File: src/rtl/prog_counter_core.sv
// Programmable event counter: prescaler, terminal value and four counting modes,
// configured through a small byte-wide register port.
module prog_counter_core #(
  parameter int WIDTH   = 8,
  parameter int PRESC_W = 8
) (
  input  logic             clk,
  input  logic             rst_n,
  input  logic             ena,
  input  logic             cfg_we,
  input  logic [1:0]       cfg_addr,
  input  logic [7:0]       cfg_wdata,
  output logic [7:0]       cfg_rdata,
  output logic [WIDTH-1:0] count,
  output logic             tc,
  output logic             running
);

  typedef enum logic [1:0] {
    MODE_UP      = 2'd0,
    MODE_DOWN    = 2'd1,
    MODE_PING    = 2'd2,
    MODE_ONESHOT = 2'd3
  } mode_e;

  typedef enum logic {
    DIR_UP   = 1'b0,
    DIR_DOWN = 1'b1
  } dir_e;

  localparam logic [WIDTH-1:0]   CNT_ONE  = WIDTH'(1);
  localparam logic [PRESC_W-1:0] PCNT_ONE = PRESC_W'(1);

  mode_e              mode_q, mode_d;
  dir_e               dir_q, dir_d;
  logic               run_q, run_d;
  logic [PRESC_W-1:0] presc_q, presc_d;
  logic [PRESC_W-1:0] pcnt_q, pcnt_d;
  logic [WIDTH-1:0]   limit_q, limit_d;
  logic [WIDTH-1:0]   count_q, count_d;
  logic               tc_q, tc_d;
  logic               tick;
  logic [15:0]        limit_ext;

  // Register readback; LIMIT is zero-extended so bits at or above WIDTH read 0.
  always_comb begin
    limit_ext = 16'(limit_q);
    cfg_rdata = '0;
    case (cfg_addr)
      2'd0:    cfg_rdata = {5'b0, run_q, mode_q};
      2'd1:    cfg_rdata = 8'(presc_q);
      2'd2:    cfg_rdata = limit_ext[7:0];
      default: cfg_rdata = limit_ext[15:8];
    endcase
  end

  always_comb begin
    mode_d  = mode_q;
    dir_d   = dir_q;
    run_d   = run_q;
    presc_d = presc_q;
    pcnt_d  = pcnt_q;
    limit_d = limit_q;
    count_d = count_q;
    tc_d    = 1'b0;

    tick = run_q && ena && (pcnt_q == presc_q);

    if (!run_q) begin
      pcnt_d = '0;
    end else if (ena) begin
      pcnt_d = tick ? '0 : pcnt_q + PCNT_ONE;
    end

    // Compares use >= / > so a LIMIT lowered below the count recovers on the next tick.
    if (tick) begin
      case (mode_q)
        MODE_UP: begin
          if (count_q >= limit_q) begin
            count_d = '0;
            tc_d    = 1'b1;
          end else begin
            count_d = count_q + CNT_ONE;
          end
        end
        MODE_DOWN: begin
          if (count_q == '0 || count_q > limit_q) begin
            count_d = limit_q;
            tc_d    = 1'b1;
          end else begin
            count_d = count_q - CNT_ONE;
          end
        end
        MODE_PING: begin
          if (dir_q == DIR_UP) begin
            if (count_q >= limit_q) begin
              dir_d   = DIR_DOWN;
              count_d = (limit_q == '0) ? '0 : limit_q - CNT_ONE;
              tc_d    = 1'b1;
            end else begin
              count_d = count_q + CNT_ONE;
            end
          end else begin
            if (count_q == '0) begin
              dir_d   = DIR_UP;
              count_d = (limit_q == '0) ? '0 : CNT_ONE;
              tc_d    = 1'b1;
            end else begin
              count_d = count_q - CNT_ONE;
            end
          end
        end
        default: begin
          if (count_q >= limit_q || count_q == limit_q - CNT_ONE) begin
            count_d = limit_q;
            tc_d    = 1'b1;
            run_d   = 1'b0;
          end else begin
            count_d = count_q + CNT_ONE;
          end
        end
      endcase
    end

    // Config writes are applied last so they override tick side effects (clr beats a tick).
    if (cfg_we) begin
      case (cfg_addr)
        2'd0: begin
          mode_d = mode_e'(cfg_wdata[1:0]);
          run_d  = cfg_wdata[2];
          dir_d  = DIR_UP;
          if (cfg_wdata[3]) begin
            count_d = (mode_e'(cfg_wdata[1:0]) == MODE_DOWN) ? limit_q : '0;
            pcnt_d  = '0;
            tc_d    = 1'b0;
          end
        end
        2'd1:    presc_d = cfg_wdata[PRESC_W-1:0];
        default: ;
      endcase
    end

    for (int i = 0; i < WIDTH; i++) begin
      if (cfg_we && cfg_addr == ((i < 8) ? 2'd2 : 2'd3)) begin
        limit_d[i] = cfg_wdata[i % 8];
      end
    end
  end

  always_ff @(posedge clk) begin
    if (!rst_n) begin
      mode_q  <= MODE_UP;
      dir_q   <= DIR_UP;
      run_q   <= 1'b0;
      presc_q <= '0;
      pcnt_q  <= '0;
      limit_q <= '1;
      count_q <= '0;
      tc_q    <= 1'b0;
    end else begin
      mode_q  <= mode_d;
      dir_q   <= dir_d;
      run_q   <= run_d;
      presc_q <= presc_d;
      pcnt_q  <= pcnt_d;
      limit_q <= limit_d;
      count_q <= count_d;
      tc_q    <= tc_d;
    end
  end

  assign count   = count_q;
  assign tc      = tc_q;
  assign running = run_q;

endmodule

File: config.mk
export PLATFORM = sky130hd
export DESIGN_NAME = prog_counter_core
export DESIGN_NICKNAME = d
export VERILOG_FILES = /design/src/rtl/prog_counter_core.sv
export SDC_FILE = /design/constraint.sdc
export NUM_CORES = 1
export LEC_CHECK = 0
export CORE_ASPECT_RATIO = 1.25
export CORE_MARGIN = 2
export CORE_UTILIZATION = 45
export DETAILED_ROUTE_END_ITERATION = 8
export PLACE_DENSITY = 0.65
export SKIP_CTS_REPAIR_TIMING = 1
export SLEW_MARGIN = 25
export SYNTH_ARGS = -nofsm -noshare
export SYNTH_HDL_FRONTEND = slang
export SYNTH_SLANG_ARGS = --single-unit
File: constraint.sdc
create_clock -name clk -period 5.7 [get_ports clk]
set_input_delay 1.14 -clock clk [delete_from_list [all_inputs] [get_ports clk]]
set_output_delay 1.14 -clock clk [all_outputs]
set_load 0.02 [all_outputs]
==> results.md <==
* Run status: completed
* Power Total at 659 uW
* Min Hold Slack at 0.511 ns
* Max-cap check violation count at 0
* Cell depth of the worst setup path at 4
* Global routing met1 resource utilization at 32.9%
* Largest family of logic cells by synthesized area: simple AND/OR/NAND/NOR gates
* Tightest slew margin relative to the limit at 41.2%
* Post-route antenna net violation count at 0
* Worst reg-to-reg setup slack at roughly 2.7 ns
* Nets at 471
* Static Leak at between 1 and 1.5 nW
* Placer congestion estimate at 0.995
* DIE WIDTH at 79.8 um
* Antenna violations before repair at 0
* Fraction of synthesized area in multiplexers at 2.48%
* Total buffers and inverters traversed by the critical path at 2
* Number of register bits inferred by synthesis at 37
* Placed wire-length estimate after detailed placement at 7420 um
* Worst r2r src: limit_q[0]$_SDFFE_PN1P_
* Critical Path Source: cfg_addr[0]
* CTS root buffer: clkbuf_8
* Kind of cell adding the most delay to the critical path: buffers and inverters
* Remaining global-route overflow at 0
* R2R Path End: count[6]$_SDFF_PN0_
* Total power divided by cell area at 183 mW/mm^2
* Sinks on the clock net at 37
* Clock latency of the later-clocked register in the worst-skew pair at just under 0.3 ns
* Core Region at 0.00698 sq mm
* TritonCTS clock tree: yes
* Number of enable flip-flop cells after synthesis at 0
* Global routing met2 resource utilization at between 40% and 50%
* Area of the die at 0.00787 sq mm
* Number of placed cells counting well taps at 526
* Mean instance size in the synthesized netlist at 7.46 sq um
* Predominant post-synthesis flop cell: dfxtp_1
* Pin count of the biggest net entering global routing at 27
* Deepest level of the CTS H-tree at 2
* Setup crit end: cfg_rdata[3]
* Post-synth net total at ~460
* Class of the tightest hold or removal check: flip-flop to flip-flop
* Growth of design area from synthesis to finish at 11.6%
* Finished Layout Cells at 534
* Highest clock frequency the design can meet at 221 MHz
* Fin Clk Skew at 0.00458 ns
* Period Utilization, post-route at 79.4%
* Share of cells above drive strength 1 at 5.63%
* Detailed Routing Iterations Pass 1 at 5
* Commonest non-fill, non-tap cells in the layout: nand2_1 (46), nor2_1 (42), dfxtp_1 (37)
* VDD IR-drop max at 0.0770 mV
* Total number of vias at 3287
* Top-Level Pins at 32
* Worst EP arrival at 3.39 ns
* Post-Syn Area at approximately 0.0032 sq mm
* Number of global-route vias before repair at 3165
* Summed negative setup slack over all endpoints at 0 ns
* Depth of the worst register-to-register path at 10
* Time the worst path needs with I/O delays and setup at ~4.5 ns
* Final cell area excluding filler cells at 0.00360 sq mm
* Cell count after synthesis at 433
* CTS clk-pin slew, worst paths at 0.07 ns
* Met3 Use GR at 3.30%
* Hold violation total from the final report at 0
* Critical path capture point type: output pin
* Post-DR wirelength/cell at 19.1 um
* Total wire length at about 10000 um
* Transition at the pin with the smallest max-transition slack at between 0.8 and 0.9 ns
* Final Worst Setup Slack at between 1 and 1.5 ns
* Placed standard-cell area at 0.00352 sq mm
* Initial cell density of the core at between 40% and 50%
* Critical path fanouts, max at 14
* Synth warnings at 0
* XOR/XNOR Fraction of Synth Area at 11.0%
* Most common cell after layout, fill and taps aside: nand2_1
* Cell breakdown of the critical path: clkdlybuf4s50_1 -> nor2b_1 -> a22o_1 -> clkdlybuf4s50_1
* Number of rows created at floorplan at 34
* Proportion of register bits with asynchronous set or reset after synthesis at 0%
* Cell at the slowest stage of the critical path: nor2b_1
* Data required time at the worst endpoint at around 4.6 ns
* Post-synth cell types at 62
* Detailed-route vias per instance at 6.16
* Number of buffers inserted during clock tree synthesis at 5
* Compound-Gate Fraction of Synth Area at 23.6%
* Setup repair after global routing missed its margin: false
* Antenna diode instance count at 0
* Sequential share of the synthesized area at 22.9%
* Port-buffer cells at 31
* Die span in y at 98.7 um
* Most used routing layer in global routing: met2
* Maximum cell stage delay along the critical path at around 0.75 ns
* DRC at 0
* Classification of the worst setup path: primary input to output pin
* Simple-gate share of the synthesized area at 28.3%
* Post-place setup slack at 1.21 ns
* Crit start category: primary input
* Clock Path Buffers at 2
* Pins Over Slew Limit at 0
* Post-synthesis adder-cell area fraction at under 10%
* Overall routing resource usage at 26.8%
* Final count of negative-setup-slack endpoints at 0
* Global-route wire length before repair at 16500 um
* DR iter-0 viols at 242
* Critical Path Most Common Cell: clkdlybuf4s50_1
* Final core utilization at 51.6%
-- worst min-delay path by stage --
stage | start | to | slack, ns | depth (start not counted)
floorplan | presc_q[0]$_SDFFE_PN0P_ | presc_q[0]$_SDFFE_PN0P_ | 0.47 | 2
detailed placement | presc_q[0]$_SDFFE_PN0P_ | presc_q[0]$_SDFFE_PN0P_ | 0.51 | 2
CTS | presc_q[0]$_SDFFE_PN0P_ | presc_q[0]$_SDFFE_PN0P_ | 0.52 | 2
global placement | presc_q[0]$_SDFFE_PN0P_ | presc_q[0]$_SDFFE_PN0P_ | 0.50 | 2
finish | presc_q[0]$_SDFFE_PN0P_ | presc_q[0]$_SDFFE_PN0P_ | 0.51 | 2
global route | presc_q[0]$_SDFFE_PN0P_ | presc_q[0]$_SDFFE_PN0P_ | 0.56 | 2
-- per-layer routing --
metal	vias to the layer above	share of wire, %	routed length, um
met5	-	0	0
met2	172	47	4800
met1	1501	41	4160
met4	0	5.6	567
li1	1575	-	-
met3	39	6.7	682
-- worst register-to-register path: cells and delay by family, from the launching register on --
family                   cells  cell delay (ns)
AND/OR/NAND/NOR              3             0.75
XOR/XNOR                     2             0.45
AO/OA/AOI/OAI                3             0.63
buffers and inverters        1             0.18
flip-flops                   1             0.63
adder cells (fa/ha/maj)      1             0.29
-- state kept, by name, indices dropped and copies added, names as in the netlist --
register	count
count	8
dir_q	1
limit_q	8
presc_q	8
mode_q	2
tc	1
running	1
pcnt_q	8
-- final cells by class --
| class | count | area (sq um) |
|---|---|---|
| clock buffer | 5 | 68.8 |
| clock inverter | 3 | 17.5 |
| fill | 699 | 3370 |
| inverter | 14 | 52.6 |
| multi-input combinational | 352 | 2290 |
| sequential | 37 | 741 |
| tap | 90 | 113 |
| timing repair buffer | 33 | 325 |
-- where the power goes --
part           switching, mW  leakage, nW  total, mW  internal, mW
Clock                  0.101       0.0439      0.185        0.0845
Sequential            0.0286        0.301      0.296         0.267
Combinational          0.100        0.983      0.178        0.0774
-- Yosys cell counts, types with 13 or more instances --
cell | number | area share [%]
nand3_1 | 19 | 2.9
a21oi_1 | 23 | 3.6
xor2_1 | 17 | 4.6
o21ai_0 | 19 | 2.9
xnor2_1 | 21 | 5.7
nor2_1 | 42 | 4.9
clkbuf_1 | 19 | 2.2
dfxtp_1 | 37 | 23
nand2_1 | 46 | 5.3
nor3_1 | 13 | 2.0
ha_1 | 14 | 5.4
-- cells by family after synthesis --
group                      count (synthesis)
AOI/OAI and AO/OA                        114
xor gates and xnor gates                  39
adders and majority gates                 14
buffers and inverters                     44
DFF                                       37
muxes                                      8
and+or+nand+nor                          177
Note: power is estimated with default switching activity, not from simulation.
==> patch 1 (config.mk and constraints unchanged) <==
Change the parameter `WIDTH` from 8 to 10.
--- a/src/rtl/prog_counter_core.sv
+++ b/src/rtl/prog_counter_core.sv
@@ -1,7 +1,7 @@
 // Programmable event counter: prescaler, terminal value and four counting modes,
 // configured through a small byte-wide register port.
 module prog_counter_core #(
-  parameter int WIDTH   = 8,
+  parameter int WIDTH   = 10,
   parameter int PRESC_W = 8
 ) (
   input  logic             clk,
Ports: changed (resized count); port bits go from 32 to 34. The function was not compared with the original's and may differ.
==> patch 1 against the original RTL <==
Synthesized area grew 16%; non-clock buffer count grew 3; hold slack gained 0.0017 ns; die area grew 15%; global-route usage grew 4.4 points; register-to-register slack lost 1.1 ns; power grew 18%; sequential cell count grew 4; critical endpoint unchanged; setup slack gained 0.36 ns; final area grew 15%; wire length grew 35%; combinational power grew 7%.
==> patch 1: results (changes against the original RTL) <==
Global routing
  – First-pass GRT wire length: 21600 um (+31%)
  – Met1 Resource Use GR: 38.7% (+5.8 points)
  – Vias in the first global route: 3885 (+23%)
  – M2 GR Usage: 52.0% (+7.6 points)
  – Met3 usage: 4.23% (+0.93 points)

Critical path
  – Worst reg-to-reg setup slack: 1.63 ns (-1.08 ns)
  – Max incr delay on CP: 0.64 ns (-0.11 ns)
  – Maximum fanout along the worst path: 7 (-7)
  – Reg2reg path depth: 9 (-1)

Cells and area
  – FF+latch area: 821 um^2 (+11%)
  – Fill count: 833 (+19%)
  – Multi-input combinational area share: 64.3% (+0.90 points)
  – Share of layout cells above drive strength 1: 4.12% (-1.5 points)
  – Comb_multi_in: 406 (+15%)

Timing
  – Clock Skew: 0.0192 ns (+0.0146 ns)
  – Least-Margin Pin Slew: 0.952 ns (+0.0725 ns)
  – Worst hold slack: 0.513 ns (+0.00172 ns)

Logic synthesis
  – Avg Inst Size Synth: 7.40 um^2 (-0.80%)
  – FF+latch count, synth: 41 (+11%)
  – Synth cell count leaders: nand2_1, dfxtp_1, nand3_1
  – Synth unique cells: 68 (+9.7%)

Worst hold path
  – Hold EP: presc_q[1]

Status
  – Status: completed

Route
  – Met2 wire len: 6720 um (+40%)
  – Routed length on met3: 849 um (+24%)
  – DR iter-0 viols: 400 (+65%)

Power
  – Peak supply drop: 0.127 mV (+66%)
  – Static leakage: 0.00158 uW (+19%)

CTS
  – Worst skew pair latency: 0.33 ns (+0.04 ns)

Placed design
  – Cells after DPL: 599 (+14%)
patch 1: changes by cell type after synthesis, sizes merged, moves of 6 or more:
cell / unedited run / this run
nand3: 20 / 35
clkbuf: 19 / 30
nand2: 48 / 58
a21oi: 23 / 31
nor2: 42 / 35
xnor2: 21 / 28
inv: 13 / 19
o21ai: 25 / 19
o31ai: 1 / 7
patch 1: logic make-up (layout without fill, tap and decap cells):
logic type      after synthesis  in the layout  share of synthesized area [%]
compound gates              138            138                           25.9
simple gates                201            201                           27.2
mux                          12             12                           4.02
buf+inv                      58             63                           6.50
fa+ha+maj                    15             15                           5.02
flops                        41             41                           22.0
xor+xnor                     40             40                           9.38
patch 1: power by group:
group / leakage (uW) / switching, uW / internal (uW) / total [uW]
combinational: 0.00120 / 111 / 79.5 / 191
clock: 0.0000543 / 127 / 131 / 258
sequential: 0.000333 / 31.4 / 296 / 327
total: 0.00158 / 269 / 507 / 776
==> patch 2 (config.mk and constraints unchanged) <==
Made on the original files. Remove the case item `MODE_DOWN` of the case on `mode_q`.
--- a/src/rtl/prog_counter_core.sv
+++ b/src/rtl/prog_counter_core.sv
@@ -81,14 +81,6 @@
             tc_d    = 1'b1;
           end else begin
             count_d = count_q + CNT_ONE;
-          end
-        end
-        MODE_DOWN: begin
-          if (count_q == '0 || count_q > limit_q) begin
-            count_d = limit_q;
-            tc_d    = 1'b1;
-          end else begin
-            count_d = count_q - CNT_ONE;
           end
         end
         MODE_PING: begin
Function: changed (a bounded check fails within 4 cycles, from zero or initial values and one cycle with rst_n low).
==> patch 2 against the original RTL <==
Sequential cell count stayed put; first-iteration DRC count is 43% higher; final area decreased by 4.7%; setup slack improved by 0.29 ns; sequential share of layout area increased by 1.0 points; critical path depth increased by 1; sequential power shrank 4%; clock power is 32% higher; power shrank 3.8%; die area decreased by 6.2%; synthesized area is 6.5% lower; wire length shrank 14%; core utilization up 1.0 points.
==> patch 2: results (changes against the original RTL) <==
Route
  – Pre-antenna DRT Iters: 5 (unchanged)
  – Vias per inst: 6.11 (-0.75%)
  – Total number of vias: 2963 (-9.9%)
  – Final wirelength: 8780 um (-14%)
  – DR iter-0 viols: 346 (+43%)

Cells and area
  – Ant. Diodes: 0 (unchanged)
  – Final nets: 425 (-9.8%)
  – Share of layout cells above drive strength 1: 6.28% (+0.65 points)

Placed design
  – PortBufs: 31 (unchanged)
  – Cells after DPL: 477 (-9.3%)
  – GP Congestion: 0.899 (-9.7%)
  – Pre-CTS WS: 1.48 ns (+0.276 ns)
  – DP Area: 0.00331 mm^2 (-5.8%)
  – Post-DP HPWL: 6450 um (-13%)

CTS
  – Clk root buf: clkbuf_8
  – H-tree Lvls: 2 (unchanged)
  – Worst skew pair latency: 0.29 ns (about the same)
  – Clock-pin slew on the worst setup and hold paths: 0.08 ns
  – CTS Buf Count: 5 (unchanged)
  – Clock Tree Buf Depth: 2 (unchanged)

Worst hold path
  – Hold path depth: 2 (unchanged)
  – Min-Delay Path Class: reg2reg
  – Hold Path Origin: presc_q[4]

Logic synthesis
  – Synth area leaders: dfxtp_1, xnor2_1, nand2_1
  – Synth unique cells: 62 (unchanged)
  – Post-Syn Instances: 387 (-11%)
  – YS warnings: 0 (unchanged)
  – Synth cell count leaders: nand2_1, dfxtp_1, xnor2_1
  – Sequential-to-total area share from yosys stat: 24.5% (+1.6 points)
  – Post-synth net total: 415 (-10%)

Timing
  – Final hold vios: 0 (unchanged)
  – Clock Skew: 0.00522 ns (+0.000637 ns)
  – Slew HR: 48.2% (+6.9 points)

Status
  – Status: completed

Critical path
  – Family with the most delay on the worst path: buffers and inverters
  – FF-to-FF Start: count[0]
  – Maximum fanout along the worst path: 10 (-4)
  – Worst setup path start: cfg_addr[0]
  – WP data arrival: 3.10 ns (-0.29 ns)
  – Reg2reg path depth: 9 (-1)
  – Slowest CP cell: clkdlybuf4s50_1
  – Max incr delay on CP: 0.61 ns (-0.14 ns)

Power
  – Peak supply drop: 0.117 mV (+52%)
  – Static leakage: 0.00126 uW (-5.4%)

Global routing
  – Total track usage: 24.6% (-2.2 points)
  – Initial antenna violation count: 0 (unchanged)
  – Largest net degree at the start of global routing: 24 (-11%)
  – Vias in the first global route: 2823 (-11%)
  – First-pass GRT wire length: 14400 um (-12%)
## patch 2: cell types whose count changed after synthesis, sizes merged, moves of 6 or more
cell	change
a211oi	-6
nand2	+6
xnor2	+8
xor2	-6
o21ai	-9
nor2	-25
## patch 2: metrics by stage
stage                     total power, uW  util, %  hold WS (ns)
after detailed placement              393     50.8         0.503
after global routing                  657     52.6         0.541
after floorplan                       356        -         0.469
after global placement                393     50.8         0.492
after CTS                             637     52.6         0.515
final                                 634     52.6         0.514
## patch 2: report_power, final
group          internal [uW]  total (uW)  switching [uW]
sequential               265         284            18.9
combinational           49.0         105            56.0
clock                    142         245             102
## patch 2: routing by layer
| metal | track usage, % | part of all wire, % | up-vias |
|---|---|---|---|
| li1 | - | - | 1411 |
| met1 | 30.2 | 42 | 1391 |
| met2 | 42.6 | 49 | 136 |
| met3 | 3.41 | 6.4 | 25 |
| met4 | 11.9 | 2.7 | 0 |
| met5 | 0 | 0 | - |
## patch 2: path summary, 6_finish.rpt
check | endpoint | slack (ns)
setup / recovery | cfg_rdata[6] | 1.46
setup reg to reg | count[5] | 2.38
hold reg to reg | presc_q[4] | 0.51
hold / removal | presc_q[4] | 0.51
## patch 2: final cells by class
cell class	instances	area [um^2]
fillers	695	3090
multi-input cells	307	2090
flip-flops and latches	37	741
repair buffers	33	325
well taps	87	109
clock buffers	6	82.6
inverters	13	48.8
clock inverters	2	37.5
## patch 2: worst min-delay path, stage by stage, from the launching register on
cell	delay, ns
dfxtp_1	0.34
nand2_1	0.06
a21boi_0	0.06
## patch 2: cell families after synthesis
family	count (synthesis)	share of synthesized area, %
adder cells (fa/ha/maj)	14	5.80
multiplexers	8	2.82
flip-flops	37	24.5
AND/OR/NAND/NOR	144	25.3
XOR/XNOR	41	12.3
AO/OA/AOI/OAI	100	23.0
buffers and inverters	43	6.22
